==> config.mk <==
export PLATFORM = sky130hd
export DESIGN_NAME = arb4_rr
export DESIGN_NICKNAME = d
export VERILOG_FILES = /design/src/rtl/arb4_rr.sv
export SDC_FILE = /design/constraint.sdc
export NUM_CORES = 1
export LEC_CHECK = 0
export CAP_MARGIN = 20
export CORE_MARGIN = 1
export CORE_UTILIZATION = 45
export DETAILED_ROUTE_END_ITERATION = 16
export PLACE_DENSITY = 0.69
export SLEW_MARGIN = 20
export SYNTH_ARGS = -nofsm -noshare
export SYNTH_HDL_FRONTEND = slang
export SYNTH_SLANG_ARGS = --single-unit
export TNS_END_PERCENT = 5
==> constraint.sdc <==
create_clock -name clk -period 2.55 [get_ports clk]
set_input_delay 0.255 -clock clk [delete_from_list [all_inputs] [get_ports clk]]
set_output_delay 0.255 -clock clk [all_outputs]
set_load 0.02 [all_outputs]
==> src/rtl/arb4_rr.sv <==
// arb4_rr: four-requester round-robin arbiter with a per-grant hold limit.
// Ports: clk, rst (async, active-high), en, req[3:0], done in;
//        gnt[3:0] one-hot, gnt_id[1:0], gnt_valid, timeout pulse out.
module arb4_rr #(
   parameter int HOLD_MAX = 8
) (
   input  logic       clk,
   input  logic       rst,
   input  logic       en,
   input  logic [3:0] req,
   input  logic       done,
   output logic [3:0] gnt,
   output logic [1:0] gnt_id,
   output logic       gnt_valid,
   output logic       timeout
);

   localparam logic [7:0] HMAX = 8'(HOLD_MAX);

   typedef enum logic {
      IDLE  = 1'b0,
      GRANT = 1'b1
   } state_t;

   state_t     state;
   state_t     state_n;
   logic [1:0] ptr;
   logic [1:0] ptr_n;
   logic [7:0] hold_cnt;
   logic [7:0] hold_n;
   logic [3:0] gnt_n;
   logic [1:0] id_n;
   logic       valid_n;
   logic       tmo_n;

   logic [1:0] win;
   logic [1:0] idx;
   logic       any;
   logic       own_req;
   logic       at_lim;
   logic       rel;
   logic       lim_only;

   // Walk the search order backwards so the lowest offset from ptr
   // (the highest-priority requester) is the last one written.
   always_comb begin
      win = ptr;
      idx = ptr;
      any = 1'b0;
      for (int i = 3; i >= 0; i--) begin
         idx = ptr + 2'(i);
         if (req[idx]) begin
            win = idx;
            any = 1'b1;
         end
      end
   end

   assign own_req = req[gnt_id];
   assign at_lim  = (hold_cnt >= HMAX);
   assign rel     = !en || done || !own_req || at_lim;

   // timeout only flags a revoke that nothing else would have caused.
   assign lim_only = at_lim && en && !done && own_req;

   always_comb begin
      state_n = state;
      ptr_n   = ptr;
      hold_n  = hold_cnt;
      gnt_n   = gnt;
      id_n    = gnt_id;
      valid_n = gnt_valid;
      tmo_n   = 1'b0;
      case (state)
         IDLE: begin
            if (en && any) begin
               state_n = GRANT;
               gnt_n   = 4'b0001 << win;
               id_n    = win;
               valid_n = 1'b1;
               hold_n  = 8'd1;
            end
         end
         GRANT: begin
            if (rel) begin
               state_n = IDLE;
               gnt_n   = 4'b0000;
               id_n    = 2'b00;
               valid_n = 1'b0;
               hold_n  = 8'd0;
               ptr_n   = gnt_id + 2'd1;
               tmo_n   = lim_only;
            end else if (hold_cnt < HMAX) begin
               hold_n = hold_cnt + 8'd1;
            end
         end
         default: begin
            state_n = IDLE;
            gnt_n   = 4'b0000;
            id_n    = 2'b00;
            valid_n = 1'b0;
            hold_n  = 8'd0;
         end
      endcase
   end

   always_ff @(posedge clk or posedge rst) begin
      if (rst) begin
         state     <= IDLE;
         ptr       <= 2'd0;
         hold_cnt  <= 8'd0;
         gnt       <= 4'b0000;
         gnt_id    <= 2'b00;
         gnt_valid <= 1'b0;
         timeout   <= 1'b0;
      end else begin
         state     <= state_n;
         ptr       <= ptr_n;
         hold_cnt  <= hold_n;
         gnt       <= gnt_n;
         gnt_id    <= id_n;
         gnt_valid <= valid_n;
         timeout   <= tmo_n;
      end
   end

endmodule

==> parameters.txt <==
Parameter                              Value

Outcome
  Status ... completed

Clocking
  TritonCTS clock tree ... done
  Clock-pin slew on the worst setup and hold paths ... 100 ps
  Num Clock Sinks ... 19
  CTS root buf ... sky130_fd_sc_hd__clkbuf_4
  Max Root-Sink Buffers ... 2
  Resize count post-CTS ... 0
  Post-CTS Setup Bufs ... 0
  Number of H-tree branching levels ... 1
  Post-CTS Hold Buffers ... 0
  Clock network latency to the later pin of the worst-skew pair ... 290 ps
  Num CTS Buffers ... 3

Power and ir drop
  Cell area power density ... 891 mW/mm2
  Maximum VDD drop ... 431 uV
  Leak pwr ... 0.516 nW

Synth
  Leading post-synthesis cells by instance count ... sky130_fd_sc_hd__dfrtp_1, sky130_fd_sc_hd__inv_1, sky130_fd_sc_hd__nor2_1
  Syn_area_per_cell ... 12.0 um2
  Portion of the post-synthesis area used by sequential elements ... 0.495
  Netlist cell types ... 33
  Netlist area before placement ... 960 um2
  Main flop type after synthesis ... sky130_fd_sc_hd__dfrtp_1
  Most area-consuming cells after synthesis ... sky130_fd_sc_hd__dfrtp_1, sky130_fd_sc_hd__a32o_1, sky130_fd_sc_hd__a22o_1
  Count of warnings emitted by yosys ... 0
  Cells after Synth ... 80
  Seq cells post-synth ... 19
  Top cell type's share of synthesized area ... 0.495
  Leading area contributor after synthesis ... sky130_fd_sc_hd__dfrtp_1
  Net count after synthesis ... 90
  Library cell with the highest instance count after synthesis ... sky130_fd_sc_hd__dfrtp_1
  Share of async-settable or async-resettable flops after synthesis ... 1.00
  Number of enable flip-flop cells after synthesis ... 0

Timing
  Slew Limit Fails ... 0
  Number of endpoints failing setup at the final stage ... 0
  Relative max-transition margin ... 0.527
  Worst path setup slack after routing ... 668 ps
  Final-layout setup total negative slack ... 0 ps
  Pin slew with the least headroom to its limit ... 709 ps
  Max Freq ... 531 MHz
  RSZ-0062 raised after global routing ... false
  Shortest clock period the worst path allows after layout ... 1880 ps
  Number of hold violations in the final report ... 0
  Final setup skew ... 3.63 ps
  Final Cycle Share ... 0.738

Floorplanning
  DIE WIDTH ... 48.2 um
  # IOs ... 16
  Initial cell density of the core ... 0.484
  Die outline area ... 0.00232 mm2
  Total core area ... 0.00198 mm2
  Die Y ... 48.2 um
  Std cell rows ... 16

Critical path
  Arrival time at the worst endpoint ... 2060 ps
  Critical path launch point ... en
  Startpoint of the worst-slack reg-to-reg timing path ... gnt_id[1]
  Worst Reg-to-Reg Cells ... 4
  Kind of end point of the critical path ... register
  Required @ worst endpoint ... 2730 ps
  Timing endpoint of the critical path ... ptr[1]
  Start-to-end type of the worst setup path ... input port to register
  Flop2flop setup slack ... 680 ps
  Critical Path Start Type ... input port
  R2R Path End ... ptr[1]
  Biggest fanout along the worst timing path ... 6

Placed design
  HPWL Detailed ... 1380 um
  Worst-case setup slack after placement ... 357 ps
  Port Buf Inserts ... 15
  Routability congestion estimate from global placement ... 0.702

Drt
  Number of optimization iterations in the first detailed-route pass ... 3
  Via density per instance ... 5.56
  Via count ... 700
  DRC Markers ... 0
  Detail-routed net length per standard cell ... 14.2 um
  Number of nets with antenna violations after routing ... 0
  Post-Route WL ... 1800 um
  Drt first-iter violations ... 6

Flow run
  Number of max-cap violations ... 0

Final layout
  Share of post-route cells with drive strength above 1 ... 0.131
  Layout overhead on the synthesized area ... 22.0%
  Antenna Diode Count ... 0
  Fill cell total of the finished layout ... 174
  Nets ... 110

Global route
  Number of global-route vias before repair ... 682
  Pin count of the biggest net entering global routing ... 20
  Aggregate global-route resource usage ... 0.187
  Wire length of the first global-routing pass ... 2920 um
  Overflow left after global routing ... 0
  Initial antenna violation count ... 0

Hold path
  Worst Hold Class ... input port to asynchronous set/reset pin
==> state kept, by name, summed over array words and instances (netlist names) <==
| name | count |
|---|---|
| gnt | 4 |
| gnt_id | 2 |
| gnt_valid | 1 |
| hold_cnt | 8 |
| ptr | 2 |
| state | 1 |
| timeout | 1 |
==> report_power, final <==
part,internal (mW),switching [mW],total [mW]
Clock,0.0583,0.0858,0.144
Sequential,0.375,0.0812,0.456
Combinational,0.221,0.222,0.443
Total,0.654,0.389,1.04
==> cell usage in the layout (no fill, tap or decap), drive strengths merged, types with 2 or more instances in the layout <==
| master | synthesis | routed |
|---|---|---|
| ha | 2 | 2 |
| a22o | 4 | 4 |
| nor3b | 2 | 2 |
| clkbuf | 0 | 3 |
| nor2 | 5 | 5 |
| o21ai | 5 | 5 |
| mux2 | 2 | 2 |
| mux2i | 2 | 2 |
| dfrtp | 19 | 19 |
| inv | 5 | 5 |
| o31ai | 3 | 3 |
| a32o | 4 | 4 |
| and2 | 5 | 5 |
| clkdlybuf4s50 | 0 | 15 |
| nor2b | 4 | 4 |
| o21a | 2 | 2 |
==> metal layers <==
metal,up-vias,share of wire,global-route usage
li1,338,-,-
met1,349,0.47,0.233
met2,11,0.49,0.309
met3,2,0.028,0.0444
met4,0,0.013,0.0833
met5,-,0,0
==> critical path: stages <==
cell,delay [ps]
sky130_fd_sc_hd__clkdlybuf4s50_1,510
sky130_fd_sc_hd__nor3b_1,330
sky130_fd_sc_hd__a2bb2oi_4,150
sky130_fd_sc_hd__o31ai_2,440
sky130_fd_sc_hd__mux2_2,380
==> worst min path at each step <==
stage / from / to / cells after the start
global route: rst / gnt[1] / 2
floorplan: rst / gnt[0] / 1
CTS: rst / hold_cnt[6] / 2
detailed placement: hold_cnt[7] / hold_cnt[7] / 1
finish: rst / hold_cnt[6] / 2
global placement: hold_cnt[7] / hold_cnt[7] / 1
==> kinds of logic after synthesis <==
family,Yosys count,synth area share
compound gates,26,0.256
simple gates,23,0.150
flops,19,0.495
buf+inv,5,0.0196
mux,4,0.0443
fa+ha+maj,2,0.0261
xor+xnor,1,0.00913
==> layout make-up <==
cell class	count	area (um2)	share of cell area
multi-input cells	56	465	0.397
well taps	27	33.8	0.0288
flip-flops and latches	19	475	0.406
clock buffers	3	22.5	0.0192
inverters	5	18.8	0.0160
clock inverters	1	5.00	0.00427
repair buffers	15	150	0.128
==> metrics by stage <==
step	cell area [um2]	hold slack [ps]	total power, mW	std cells	utilization
after floorplan	960	206	0.750	80	-
after global placement	1140	473	0.900	122	0.577
after detailed placement	1140	472	0.910	122	0.577
after CTS	1170	387	1.06	126	0.591
after global routing	1170	443	1.12	126	0.591
final	1170	367	1.04	126	0.591
No activity file was read; power rests on OpenSTA's default activity.
